===== src/rtl/piso_pkg.sv =====
// Shared types and constants for the PISO transmitter: FSM state encoding,
// default word width and the bit-counter width helper.
package piso_pkg;

  localparam int DEFAULT_DATA_WIDTH = 32;

  typedef enum logic {
    IDLE  = 1'b0,
    SHIFT = 1'b1
  } state_e;

  // A one-bit counter is still needed for the 2-bit word case.
  function automatic int cnt_width(input int data_width);
    return (data_width <= 2) ? 1 : $clog2(data_width);
  endfunction

endpackage


===== src/rtl/parallel_in_serial_out_piso_tx_if.sv =====
// Parallel word handshake and serial frame signals of the PISO transmitter.
// The master modport is the word producer / stream consumer side.
interface parallel_in_serial_out_piso_tx_if
  import piso_pkg::*;
#(
  parameter int DATA_WIDTH = DEFAULT_DATA_WIDTH
);

  logic [DATA_WIDTH-1:0] Parallel_Data_In;
  logic                  Data_Valid_In;
  logic                  Data_Ready_Out;
  logic                  Serial_Data_Out;
  logic                  Serial_Valid_Out;
  logic                  Frame_Start_Out;
  logic                  Frame_Last_Out;
  logic                  Busy_Out;

  modport master (
    output Parallel_Data_In,
    output Data_Valid_In,
    input  Data_Ready_Out,
    input  Serial_Data_Out,
    input  Serial_Valid_Out,
    input  Frame_Start_Out,
    input  Frame_Last_Out,
    input  Busy_Out
  );

  modport slave (
    input  Parallel_Data_In,
    input  Data_Valid_In,
    output Data_Ready_Out,
    output Serial_Data_Out,
    output Serial_Valid_Out,
    output Frame_Start_Out,
    output Frame_Last_Out,
    output Busy_Out
  );

endinterface


===== src/rtl/piso_bit_counter.sv =====
// Bit-position counter for the serializer: enabled increment, synchronous
// clear with priority over increment, and a terminal-count flag.
module piso_bit_counter #(
  parameter int          CNT_W    = 5,
  parameter int unsigned TERMINAL = 31
) (
  input  logic             clk,
  input  logic             rst,
  input  logic             en,
  input  logic             clr,
  output logic [CNT_W-1:0] count_o,
  output logic             terminal_o
);

  logic [CNT_W-1:0] count_d;
  logic [CNT_W-1:0] count_q;

  // NOTE: every signal assigned in always_comb gets a value on every path
  // (here via the final else); a missing branch would infer a latch.
  always_comb begin
    if (clr) begin
      count_d = '0;
    end else if (en) begin
      count_d = count_q + 1'b1;
    end else begin
      count_d = count_q;
    end
  end

  // NOTE: sequential state uses non-blocking assignments so all flops sample
  // pre-edge values; blocking here would create order-dependent races.
  always_ff @(posedge clk or posedge rst) begin
    if (rst) begin
      count_q <= '0;
    end else begin
      count_q <= count_d;
    end
  end

  assign count_o    = count_q;
  assign terminal_o = (count_q == CNT_W'(TERMINAL));

endmodule


===== src/rtl/parallel_in_serial_out_piso_tx.sv =====
// Word-level serializer: takes a parallel word on a valid/ready handshake and
// shifts it out one bit per enabled clock with start/last frame markers.
module parallel_in_serial_out_piso_tx
  import piso_pkg::*;
#(
  parameter int DATA_WIDTH = DEFAULT_DATA_WIDTH,
  parameter bit MSB_FIRST  = 1'b1
) (
  input  logic Clk_In,
  input  logic Reset_In,
  input  logic Enable_In,
  parallel_in_serial_out_piso_tx_if.slave bus
);

  localparam int CNT_W = cnt_width(DATA_WIDTH);

  state_e                state_q;
  state_e                state_d;
  logic [DATA_WIDTH-1:0] shift_q;
  logic [DATA_WIDTH-1:0] shift_d;
  logic [CNT_W-1:0]      count;
  logic                  last_bit;
  logic                  in_shift;
  logic                  ready;
  logic                  accept;
  logic                  cnt_en;
  logic                  cnt_clr;

  logic                  serial_data;
  logic                  serial_valid;
  logic                  frame_start;
  logic                  frame_last;
  logic                  busy;

  assign in_shift = (state_q == SHIFT);

  // Ready is also masked by reset so nothing is offered while it is held.
  assign ready  = Enable_In & ~Reset_In & (~in_shift | last_bit);
  assign accept = bus.Data_Valid_In & ready;

  // The counter steps through the word; it clears on a new word and when the
  // frame ends, so an idle block always sits at count 0.
  assign cnt_en  = Enable_In & in_shift;
  assign cnt_clr = accept | (Enable_In & in_shift & last_bit);

  piso_bit_counter #(
    .CNT_W    (CNT_W),
    .TERMINAL (DATA_WIDTH - 1)
  ) u_bit_counter (
    .clk        (Clk_In),
    .rst        (Reset_In),
    .en         (cnt_en),
    .clr        (cnt_clr),
    .count_o    (count),
    .terminal_o (last_bit)
  );

  always_ff @(posedge Clk_In or posedge Reset_In) begin
    if (Reset_In) begin
      state_q <= IDLE;
    end else begin
      state_q <= state_d;
    end
  end

  always_comb begin
    state_d = state_q;
    if (Enable_In) begin
      unique case (state_q)
        IDLE:    if (accept) state_d = SHIFT;
        SHIFT:   if (last_bit && !accept) state_d = IDLE;
        default: state_d = IDLE;
      endcase
    end
  end

  // A reload wins over the shift so back-to-back words leave no gap.
  always_comb begin
    shift_d = shift_q;
    if (accept) begin
      shift_d = bus.Parallel_Data_In;
    end else if (Enable_In && in_shift) begin
      if (MSB_FIRST) begin
        shift_d = {shift_q[DATA_WIDTH-2:0], 1'b0};
      end else begin
        shift_d = {1'b0, shift_q[DATA_WIDTH-1:1]};
      end
    end
  end

  always_ff @(posedge Clk_In or posedge Reset_In) begin
    if (Reset_In) begin
      shift_q <= '0;
    end else begin
      shift_q <= shift_d;
    end
  end

  always_comb begin
    serial_data  = MSB_FIRST ? shift_q[DATA_WIDTH-1] : shift_q[0];
    serial_valid = Enable_In & in_shift;
    frame_start  = serial_valid & (count == '0);
    frame_last   = serial_valid & last_bit;
    busy         = in_shift;
  end

  assign bus.Data_Ready_Out   = ready;
  assign bus.Serial_Data_Out  = serial_data;
  assign bus.Serial_Valid_Out = serial_valid;
  assign bus.Frame_Start_Out  = frame_start;
  assign bus.Frame_Last_Out   = frame_last;
  assign bus.Busy_Out         = busy;

endmodule


===== src/flat_wrapper.sv =====
// flat-port wrapper written by rule: the top's interface ports become plain ports
module parallel_in_serial_out_piso_tx_flat import piso_pkg::*;
#(
  parameter int DATA_WIDTH = DEFAULT_DATA_WIDTH,
  parameter bit MSB_FIRST  = 1'b1
)
  (Clk_In, Reset_In, Enable_In, bus_Parallel_Data_In, bus_Data_Valid_In, bus_Data_Ready_Out, bus_Serial_Data_Out, bus_Serial_Valid_Out, bus_Frame_Start_Out, bus_Frame_Last_Out, bus_Busy_Out);
  parallel_in_serial_out_piso_tx_if #(.DATA_WIDTH(DATA_WIDTH)) bus_i ();
  input  logic Clk_In;
  input  logic Reset_In;
  input  logic Enable_In;
  input wire logic [$bits(bus_i.Parallel_Data_In)-1:0] bus_Parallel_Data_In;
  input wire logic [$bits(bus_i.Data_Valid_In)-1:0] bus_Data_Valid_In;
  output wire logic [$bits(bus_i.Data_Ready_Out)-1:0] bus_Data_Ready_Out;
  output wire logic [$bits(bus_i.Serial_Data_Out)-1:0] bus_Serial_Data_Out;
  output wire logic [$bits(bus_i.Serial_Valid_Out)-1:0] bus_Serial_Valid_Out;
  output wire logic [$bits(bus_i.Frame_Start_Out)-1:0] bus_Frame_Start_Out;
  output wire logic [$bits(bus_i.Frame_Last_Out)-1:0] bus_Frame_Last_Out;
  output wire logic [$bits(bus_i.Busy_Out)-1:0] bus_Busy_Out;
  assign bus_i.Parallel_Data_In = bus_Parallel_Data_In;
  assign bus_i.Data_Valid_In = bus_Data_Valid_In;
  assign bus_Data_Ready_Out = bus_i.Data_Ready_Out;
  assign bus_Serial_Data_Out = bus_i.Serial_Data_Out;
  assign bus_Serial_Valid_Out = bus_i.Serial_Valid_Out;
  assign bus_Frame_Start_Out = bus_i.Frame_Start_Out;
  assign bus_Frame_Last_Out = bus_i.Frame_Last_Out;
  assign bus_Busy_Out = bus_i.Busy_Out;
  parallel_in_serial_out_piso_tx #(.DATA_WIDTH(DATA_WIDTH), .MSB_FIRST(MSB_FIRST)) u_core (.Clk_In(Clk_In), .Reset_In(Reset_In), .Enable_In(Enable_In), .bus(bus_i));
endmodule

===== config.mk =====
export PLATFORM = sky130hd
export DESIGN_NAME = parallel_in_serial_out_piso_tx_flat
export DESIGN_NICKNAME = d
export VERILOG_FILES = /design/src/rtl/piso_pkg.sv /design/src/rtl/parallel_in_serial_out_piso_tx_if.sv /design/src/rtl/piso_bit_counter.sv /design/src/rtl/parallel_in_serial_out_piso_tx.sv /design/src/flat_wrapper.sv
export SDC_FILE = /design/constraint.sdc
export NUM_CORES = 1
export LEC_CHECK = 0
export BUFFER_PORTS_ARGS = -buffer_cell sky130_fd_sc_hd__buf_2
export CORE_ASPECT_RATIO = 1.2
export CORE_MARGIN = 5
export CORE_UTILIZATION = 56
export CTS_BUF_LIST = sky130_fd_sc_hd__clkbuf_4
export DETAILED_ROUTE_END_ITERATION = 10
export PLACE_DENSITY = 0.82
export SYNTH_ARGS = -nofsm -noshare
export SYNTH_HDL_FRONTEND = slang
export SYNTH_SLANG_ARGS = --single-unit

===== constraint.sdc =====
create_clock -name Clk_In -period 2.95 [get_ports Clk_In]
set_input_delay 0.59 -clock Clk_In [delete_from_list [all_inputs] [get_ports Clk_In]]
set_output_delay 0.59 -clock Clk_In [all_outputs]
set_load 0.01 [all_outputs]

==> out/results.ini, run 1 <==
[detailed_routing]
first_iter_violations = 61
drc_errors = 0
first_pass_iters = 4
wl_um = 3610
vias_per_cell = 5.59
wire_per_inst_um = 15.9
dr_total_vias = 1274
antenna_left = 0

[timing]
max_freq_mhz = 377
period_minus_slack_ns = 2.65
slew_violations = 0
hold_viol_final = 0
fin_crit_sh_pct = 89.9
rsz0062_at_grt = no
clock_skew_ns = 0.00863
worst_hold_slack_ns = 0.151
finalSetupViolCount = 0
worst_pin_slew_ns = 0.425
max_slew_margin_pct = 71.7
fin_tns_setup_ns = 0

[clock_tree]
clock-sinks = 38
cts_inserted_buffers = 5
clockRootBuffer = clkbuf_4
clock_path_buffers = 2
cts.hold.buffers_added = 0
cts_tree = done
post_cts_resized = 0
clkTransAtPathRegs_ns = 0.10
clock_latency_ns = 0.34
htreeDepth = 2
cts_setup_buffers = 0

[min_path]
hold_class = in -> async

[layout]
drive_gt1_share_pct = 60.2
multi_input_area_um2 = 923
final-seq-area_um2 = 951
syn_to_final_growth_pct = 14.8
nets = 229
antenna_cells = 0
fillerInstances = 284

[setup_path]
start_kind = register
crit_arrival_ns = 2.06
cp_max_fo = 10
cpPeakStageDelay_ns = 0.45
cp-end-kind = primary output
crit_family = simple AND/OR/NAND/NOR gates
crit_buf_inv = 1
path_cells = ha_1 -> and3_1 -> ha_1 -> nand2b_1 -> and3_1 -> buf_2
cp.required_ns = 2.36
criticalPathCategory = reg -> out
cpMaxStageDelayCell = dfrtp_1

[yosys]
synth_edf_count = 0
synth_cell_types = 27
ys_async_sr_fraction_pct = 100
syn_nets = 186
synth_commonest_cells = mux2_2, dfrtp_1, a21oi_1, buf_2
syn_area_per_cell_um2 = 13.2
synth_top_area_share_pct = 49.2
synth-seq-area-share_pct = 49.2
ys_ff_latch = 38
synth-main-ff-cell = dfrtp_1
netlist_instances = 147
synth_area_leader_cell = dfrtp_1
netlist_area_um2 = 1930
yosysWarningCount = 0
ys_top_cells_by_area = dfrtp_1, mux2_2, ha_1
synth_most_common_cell = mux2_2

[global_routing]
grt_start_max_net_pins = 36
grt_pass1_wl_um = 6230
grt_use_total_pct = 17.2
grt_overflow_total = 0
grt_pass1_vias = 1373
antenna_found_initial = 0

[place]
gp_congestion = 0.782
portBuffers = 41
dp_hpwl_um = 2740

[die]
rows = 23
design.core.area_um2 = 3340
die_width_um = 63.7
die_h_um = 74.4
initial_core_util_pct = 57.9
pin_count = 42
die-area_um2 = 4730

[job]
cap_violations = 0

[power_and_ir_drop]
p_per_area_nw_per_um2 = 817
leakage_nw = 1.07
worst_ir_drop_vdd_uv = 516

[run_status]
outcome = finished, final reports clean

==> cells in the final DEF, fill, tap and decap left out, types with 2 or more instances in the layout <==
cell type,Yosys,routed
mux2_2,62,62
buf_2,5,41
dfrtp_1,38,38
clkbuf_4,0,6
a21oi_1,5,5
inv_1,4,4
nand2_1,4,4
and3_1,3,3
ha_1,3,3
buf_4,1,3
nand2b_1,2,2
nor2_1,2,2
nand3b_1,2,2
o21ai_0,2,2
==> final cells by class <==
type | count | share of cell area, %
Inverter | 5 | 0.845
Tap cell | 37 | 2.08
Multi-Input combinational cell | 96 | 41.6
Clock inverter | 2 | 0.394
Sequential cell | 38 | 42.8
Timing Repair Buffer | 44 | 10.3
Clock buffer | 6 | 2.03
==> path summary, 6_finish.rpt <==
check / from / to / slack (ns) / cells after the start
max: u_core.u_bit_counter.count_o[0]$_DFFE_PP0P_ / bus_Data_Ready_Out / 0.30 / 6
min: Reset_In / u_core.u_bit_counter.count_o[1]$_DFFE_PP0P_ / 0.15 / 2
max reg2reg: u_core.u_bit_counter.count_o[0]$_DFFE_PP0P_ / u_core.shift_q[28]$_DFFE_PP0P_ / 0.56 / 7
min reg2reg: u_core.shift_q[0]$_DFFE_PP0P_ / u_core.shift_q[0]$_DFFE_PP0P_ / 0.55 / 2
max in group asynchronous: Reset_In / u_core.u_bit_counter.count_o[4]$_DFFE_PP0P_ / 2.12 / 3
min in group Clk_In: bus_Parallel_Data_In[27] / u_core.shift_q[27]$_DFFE_PP0P_ / 0.46 / 2
==> flip-flops by register name, summed over array words and instances (netlist names) <==
| register | count |
|---|---|
| u_core.shift_q | 32 |
| u_core.bus.Busy_Out | 1 |
| u_core.u_bit_counter.count_o | 5 |
==> cell families (layout without fill, tap and decap cells) <==
group                    count (synthesis)  count (layout)  synth area share [%]
buffers and inverters                   13              57                  3.10
AO/OA/AOI/OAI                            9               9                  2.52
multiplexers                            63              63                  36.6
flip-flops                              38              38                  49.2
adder cells (fa/ha/maj)                  3               3                  1.94
AND/OR/NAND/NOR                         21              21                  6.66
==> stage by stage <==
stage	util, %	worst slack, ns	cells	total power (W)	area [µm²]
floorplan	-	0.546	147	0.00140	1930
global placement	64.9	0.734	220	0.00150	2170
detailed placement	64.9	0.581	220	0.00158	2170
CTS	66.5	0.273	228	0.00184	2220
global route	66.5	0.188	228	0.00196	2220
finish	66.5	0.299	228	0.00181	2220
==> power breakdown <==
group	total (W)	internal, W	switching [W]	leakage (nW)
Sequential	0.000902	0.000761	0.000141	0.461
Combinational	0.000655	0.000429	0.000226	0.576
Clock	0.000258	0.0000987	0.000159	0.0331
==> layer usage <==
metal | vias to the layer above | wire length, µm | global-route usage, %
li1 | 617 | - | -
met1 | 618 | 1320 | 17.7
met2 | 33 | 2020 | 31.9
met3 | 6 | 202 | 5.14
met4 | 0 | 73 | 8.31
met5 | - | 0 | 0
Note: power is estimated with default switching activity, not from simulation.
==> inputs of run 2 (changes only) <==
--- a/config.mk
+++ b/config.mk
@@ -5,13 +5,14 @@
 export SDC_FILE = /design/constraint.sdc
 export NUM_CORES = 1
 export LEC_CHECK = 0
-export BUFFER_PORTS_ARGS = -buffer_cell sky130_fd_sc_hd__buf_2
+export ABC_CLOCK_PERIOD_IN_PS = 2950
 export CORE_ASPECT_RATIO = 1.2
 export CORE_MARGIN = 5
-export CORE_UTILIZATION = 56
+export CORE_UTILIZATION = 60
 export CTS_BUF_LIST = sky130_fd_sc_hd__clkbuf_4
 export DETAILED_ROUTE_END_ITERATION = 10
-export PLACE_DENSITY = 0.82
+export DONT_BUFFER_PORTS = 1
+export PLACE_DENSITY = 0.76
 export SYNTH_ARGS = -nofsm -noshare
 export SYNTH_HDL_FRONTEND = slang
 export SYNTH_SLANG_ARGS = --single-unit
==> out/results.ini, run 2 (same netlist as run 1, synthesis figures left out) <==
[timing]
fin_crit_sh_pct = 85.8  ; was 89.9%
max_freq_mhz = 395  ; was 377 MHz
worst_hold_slack_ns = 0.00962  ; was 0.151 ns
max_slew_margin_pct = 64.9  ; was 71.7%
rsz0062_at_grt = no  ; unchanged
clock_skew_ns = 0.0113  ; was 0.00863 ns
hold_viol_final = 0  ; unchanged
worst_pin_slew_ns = 0.521  ; was 0.425 ns
slew_violations = 0  ; unchanged
fin_tns_setup_ns = 0  ; unchanged
period_minus_slack_ns = 2.53  ; was 2.65 ns
finalSetupViolCount = 0  ; unchanged

[setup_path]
cp-end-kind = primary output  ; unchanged
criticalPathCategory = reg -> out  ; unchanged
cp.depth = 5  ; was 6
rr_worst_depth = 7  ; unchanged
start_kind = register  ; unchanged
cp_max_fo = 10  ; unchanged
crit_family = simple AND/OR/NAND/NOR gates  ; unchanged
crit_buf_inv = 0  ; was 1
cpMaxStageDelayCell = dfrtp_1  ; unchanged
crit_arrival_ns = 1.94  ; was 2.06 ns
path_cells = ha_1 -> and3_1 -> ha_1 -> nand2b_1 -> and3_1  ; was ha_1 -> and3_1 -> ha_1 -> nand2b_1 -> and3_1 -> buf_2
cpPeakStageDelay_ns = 0.45  ; about the same
cp.required_ns = 2.36  ; about the same

[clock_tree]
clkTransAtPathRegs_ns = 0.11  ; was 0.10 ns
htreeDepth = 2  ; unchanged
cts_inserted_buffers = 5  ; unchanged
post_cts_resized = 0  ; unchanged
cts_setup_buffers = 0  ; unchanged
clock-sinks = 38  ; unchanged
cts_tree = done  ; unchanged
clock_path_buffers = 2  ; unchanged
clockRootBuffer = clkbuf_4  ; unchanged
clock_latency_ns = 0.34  ; about the same
cts.hold.buffers_added = 0  ; unchanged

[die]
pin_count = 42  ; unchanged
die-area_um2 = 4460  ; was 4730 µm²
design.core.area_um2 = 3080  ; was 3340 µm²
die_width_um = 61.8  ; was 63.7 µm
rows = 22  ; was 23
die_h_um = 72.2  ; was 74.4 µm
initial_core_util_pct = 62.7  ; was 57.9%

[layout]
antenna_cells = 0  ; unchanged
final_common_cell = mux2_2  ; unchanged
post-route-util_pct = 65.1  ; was 66.5%
drive_gt1_share_pct = 49.0  ; was 60.2%
syn_to_final_growth_pct = 3.75  ; was 14.8%
largest_register_ffs = 32  ; unchanged
fillerInstances = 249  ; was 284
top_register = u_core.shift_q  ; unchanged
final_cell_mix = mux2_2, dfrtp_1, clkbuf_4, a21oi_1  ; was mux2_2, buf_2, dfrtp_1, clkbuf_4, a21oi_1
nets = 187  ; was 229

[global_routing]
grt_start_max_net_pins = 38  ; was 36
grt_pass1_wl_um = 5290  ; was 6230 µm
grt_pass1_vias = 1173  ; was 1373
antenna_found_initial = 0  ; unchanged
grt_overflow_total = 0  ; unchanged
grt_use_total_pct = 16.0  ; was 17.2%

[detailed_routing]
first_iter_violations = 34  ; was 61
wl_um = 3060  ; was 3610 µm
drc_errors = 0  ; unchanged
vias_per_cell = 5.94  ; was 5.59
antenna_left = 0  ; unchanged
dr_total_vias = 1098  ; was 1274
wire_per_inst_um = 16.5  ; was 15.9 µm
first_pass_iters = 4  ; unchanged

[job]
cap_violations = 0  ; unchanged

[place]
gp_congestion = 0.723  ; was 0.782
portBuffers = 0  ; was 41

[power_and_ir_drop]
worst_ir_drop_vdd_uv = 509  ; was 516 µV
p_per_area_nw_per_um2 = 865  ; was 817 nW/µm²
leakage_nw = 0.900  ; was 1.07 nW
power_w = 0.00174  ; was 0.00181 W

[run_status]
outcome = finished, final reports clean  ; unchanged

[min_path]
hold_class = in -> async  ; unchanged

[run 2: changes by cell type in the layout (fill, tap and decap cells not counted)]
cell	delta
buf_2	-41
buf_4	-1
[run 2: path summary, 6_finish.rpt]
path / startpoint / end / slack (ns)
min reg2reg: u_core.shift_q[0]$_DFFE_PP0P_ / u_core.shift_q[0]$_DFFE_PP0P_ / 0.54
min: Reset_In / u_core.bus.Busy_Out$_DFFE_PP0P_ / 0.01
max in group asynchronous: Reset_In / u_core.shift_q[7]$_DFFE_PP0P_ / 2.26
max reg2reg: u_core.u_bit_counter.count_o[0]$_DFFE_PP0P_ / u_core.shift_q[27]$_DFFE_PP0P_ / 0.57
min in group Clk_In: bus_Parallel_Data_In[5] / u_core.shift_q[5]$_DFFE_PP0P_ / 0.39
max: u_core.u_bit_counter.count_o[0]$_DFFE_PP0P_ / bus_Data_Ready_Out / 0.42
[run 2: final cells by class]
class,instances,area [µm²],share of cell area [%]
Inverter,5,18.8,0.935
Multi-Input combinational cell,96,923,46.0
Clock buffer,6,45.0,2.24
Timing Repair Buffer,2,15.0,0.748
Clock inverter,2,8.76,0.436
Sequential cell,38,951,47.4
Tap cell,36,45.0,2.24
[run 2: metrics by stage]
step           worst slack, ns  std cells  cell area, µm²
2_1_floorplan            0.546        147            1930
3_3_place_gp             0.710        177            1950
3_5_place_dp             0.601        177            1950
4_1_cts                  0.431        185            2010
5_1_grt                  0.348        185            2010
6_report                 0.419        185            2010
[run 2: where the power goes]
part / total, W / switching, W / internal (W)
Combinational: 0.000584 / 0.000188 / 0.000396
Sequential: 0.000895 / 0.000135 / 0.000760
Clock: 0.000257 / 0.000158 / 0.0000988
Total: 0.00174 / 0.000481 / 0.00125
[run 2: routing by layer]
| metal | routed length (µm) | track usage [%] | up-vias |
|---|---|---|---|
| li1 | - | - | 529 |
| met1 | 1190 | 18.4 | 528 |
| met2 | 1580 | 25.6 | 38 |
| met3 | 251 | 6.41 | 3 |
| met4 | 38 | 7.08 | 0 |
| met5 | 0 | 0 | - |
==> inputs of run 3 (changes only) <==
--- a/config.mk
+++ b/config.mk
@@ -13,6 +13,7 @@
 export DETAILED_ROUTE_END_ITERATION = 10
 export DONT_BUFFER_PORTS = 1
 export PLACE_DENSITY = 0.76
+export RECOVER_POWER = 50
 export SYNTH_ARGS = -nofsm -noshare
 export SYNTH_HDL_FRONTEND = slang
 export SYNTH_SLANG_ARGS = --single-unit
==> out/results.ini, run 3 (same netlist as run 1, synthesis figures left out) <==
[run_status]
outcome = finished, violations left  ; was finished, final reports clean
violations = capacitance limit, slew limit

[detailed_routing]
wl_met2_um = 1570  ; was 1580 µm
wl_met3_um = 251  ; unchanged
wl_um = 3070  ; was 3060 µm
first_iter_violations = 22  ; was 34
wl_met1_um = 1210  ; was 1190 µm
wire_per_inst_um = 16.6  ; was 16.5 µm
dr_total_vias = 1096  ; was 1098
antenna_left = 0  ; unchanged
drc_errors = 0  ; unchanged
first_pass_iters = 4  ; unchanged
top_layer = met4  ; unchanged
vias_per_cell = 5.92  ; was 5.94

[min_path]
hold_class = in -> async  ; unchanged

[job]
cap_violations = 1  ; was 0

[setup_path]
path_cells = ha_1 -> and3_1 -> ha_1 -> nand2b_1 -> and3_1  ; unchanged
criticalPathCategory = reg -> out  ; unchanged
crit_buf_inv = 0  ; unchanged
crit_family = simple AND/OR/NAND/NOR gates  ; unchanged
cpPeakStageDelay_ns = 0.45  ; about the same
rr_worst_depth = 7  ; unchanged
cpMaxStageDelayCell = dfrtp_1  ; unchanged
cp_max_fo = 10  ; unchanged
timing.rr.start = u_core.u_bit_counter.count_o[0]$_DFFE_PP0P_  ; unchanged
start_kind = register  ; unchanged
crit_arrival_ns = 1.94  ; about the same
cp.required_ns = 2.36  ; about the same
reg2reg_slack_ns = 0.58  ; was 0.57 ns
r2r_end = u_core.shift_q[27]$_DFFE_PP0P_  ; unchanged
cp-end-kind = primary output  ; unchanged

[power_and_ir_drop]
worst_ir_drop_vdd_uv = 510  ; was 509 µV
leakage_nw = 0.896  ; was 0.900 nW
p_per_area_nw_per_um2 = 867  ; was 865 nW/µm²

[global_routing]
grt_start_max_net_pins = 38  ; unchanged
grt_pass1_vias = 1173  ; unchanged
grt_overflow_total = 0  ; unchanged
grt_use_total_pct = 16.0  ; unchanged
antenna_found_initial = 0  ; unchanged
grt_pass1_wl_um = 5290  ; unchanged

[timing]
fin_tns_setup_ns = 0  ; unchanged
clock_skew_ns = 0.0110  ; was 0.0113 ns
rsz0062_at_grt = no  ; unchanged
worst_hold_slack_ns = 0.0116  ; was 0.00962 ns
hold_viol_final = 0  ; unchanged
slew_violations = 38  ; was 0
fin_crit_sh_pct = 85.8  ; about the same
worst_pin_slew_ns = 1.86  ; was 0.521 ns
period_minus_slack_ns = 2.53  ; about the same
max_freq_mhz = 395  ; about the same
finalSetupViolCount = 0  ; unchanged
max_slew_margin_pct = -24.2  ; was 64.9%

[clock_tree]
clock_latency_ns = 0.34  ; about the same
cts.hold.buffers_added = 0  ; unchanged
htreeDepth = 2  ; unchanged
clock_path_buffers = 2  ; unchanged
clock-sinks = 38  ; unchanged
clockRootBuffer = clkbuf_4  ; unchanged
cts_tree = done  ; unchanged
cts_inserted_buffers = 5  ; unchanged
clkTransAtPathRegs_ns = 0.11  ; about the same
post_cts_resized = 0  ; unchanged
cts_setup_buffers = 0  ; unchanged

[layout]
syn_to_final_growth_pct = 3.56  ; was 3.75%
top_register = u_core.shift_q  ; unchanged
final_common_cell = mux2_2  ; unchanged
final_cell_mix = mux2_2, dfrtp_1, clkbuf_4, a21oi_1  ; unchanged
largest_register_ffs = 32  ; unchanged
drive_gt1_share_pct = 48.3  ; was 49.0%
nets = 187  ; unchanged
layout.cells.non_filler = 185  ; unchanged
antenna_cells = 0  ; unchanged
fillerInstances = 250  ; was 249

[die]
die_width_um = 61.8  ; unchanged
initial_core_util_pct = 62.7  ; unchanged
die_h_um = 72.2  ; unchanged
die-area_um2 = 4460  ; unchanged
design.core.area_um2 = 3080  ; unchanged
pin_count = 42  ; unchanged
rows = 22  ; unchanged

[place]
portBuffers = 0  ; unchanged
gp_congestion = 0.723  ; unchanged
placed_cells = 177  ; unchanged

run 3: cell count changes in the layout (fill, tap and decap cells not counted), sizes merged:
cell,change
clkbuf,+1
buf,-1
run 3: metrics by stage:
stage	cell area (µm²)	power, W	utilization (%)	setup slack (ns)
CTS	2010	0.00176	65.1	0.431
detailed placement	1950	0.00150	63.4	0.601
finish	2000	0.00174	65.0	0.420
floorplan	1930	0.00140	-	0.546
global route	2000	0.00189	65.0	0.348
global placement	1950	0.00146	63.4	0.710
run 3: worst register-to-register path: cells and delay by family, from the launching register on:
kind | cells | cell delay, ns
multiplexers | 1 | 0.40
AND/OR/NAND/NOR | 3 | 0.53
flip-flops | 1 | 0.45
adder cells (fa/ha/maj) | 2 | 0.51
buffers and inverters | 1 | 0.37
run 3: layer usage:
metal | GRT usage, % | vias up
li1 | - | 529
met1 | 18.4 | 526
met2 | 25.6 | 38
met3 | 6.41 | 3
met4 | 7.08 | 0
met5 | 0 | -
run 3: worst max-delay path by stage:
stage | from | cells after the start | to | slack (ns)
finish | u_core.u_bit_counter.count_o[0]$_DFFE_PP0P_ | 5 | bus_Data_Ready_Out | 0.42
global route | u_core.u_bit_counter.count_o[0]$_DFFE_PP0P_ | 5 | bus_Data_Ready_Out | 0.35
CTS | u_core.u_bit_counter.count_o[0]$_DFFE_PP0P_ | 5 | bus_Data_Ready_Out | 0.43
detailed placement | u_core.u_bit_counter.count_o[0]$_DFFE_PP0P_ | 7 | u_core.shift_q[27]$_DFFE_PP0P_ | 0.60
global placement | u_core.u_bit_counter.count_o[0]$_DFFE_PP0P_ | 7 | u_core.shift_q[25]$_DFFE_PP0P_ | 0.71
floorplan | Reset_In | 4 | u_core.shift_q[19]$_DFFE_PP0P_ | 0.55
run 3: report_power, final:
part	switching [W]	leakage, nW	internal [W]
clock	0.000160	0.0331	0.0000988
sequential	0.000135	0.461	0.000760
combinational	0.000188	0.402	0.000395
total	0.000482	0.896	0.00125
run 3: layout make-up:
| type | instances | area (µm²) | share of cell area, % |
|---|---|---|---|
| inverter | 5 | 18.8 | 0.937 |
| multi-input combinational | 96 | 923 | 46.1 |
| clock inverter | 2 | 8.76 | 0.437 |
| sequential | 38 | 951 | 47.5 |
| clock buffer | 6 | 45.0 | 2.25 |
| timing repair buffer | 2 | 11.3 | 0.562 |
| tap | 36 | 45.0 | 2.25 |
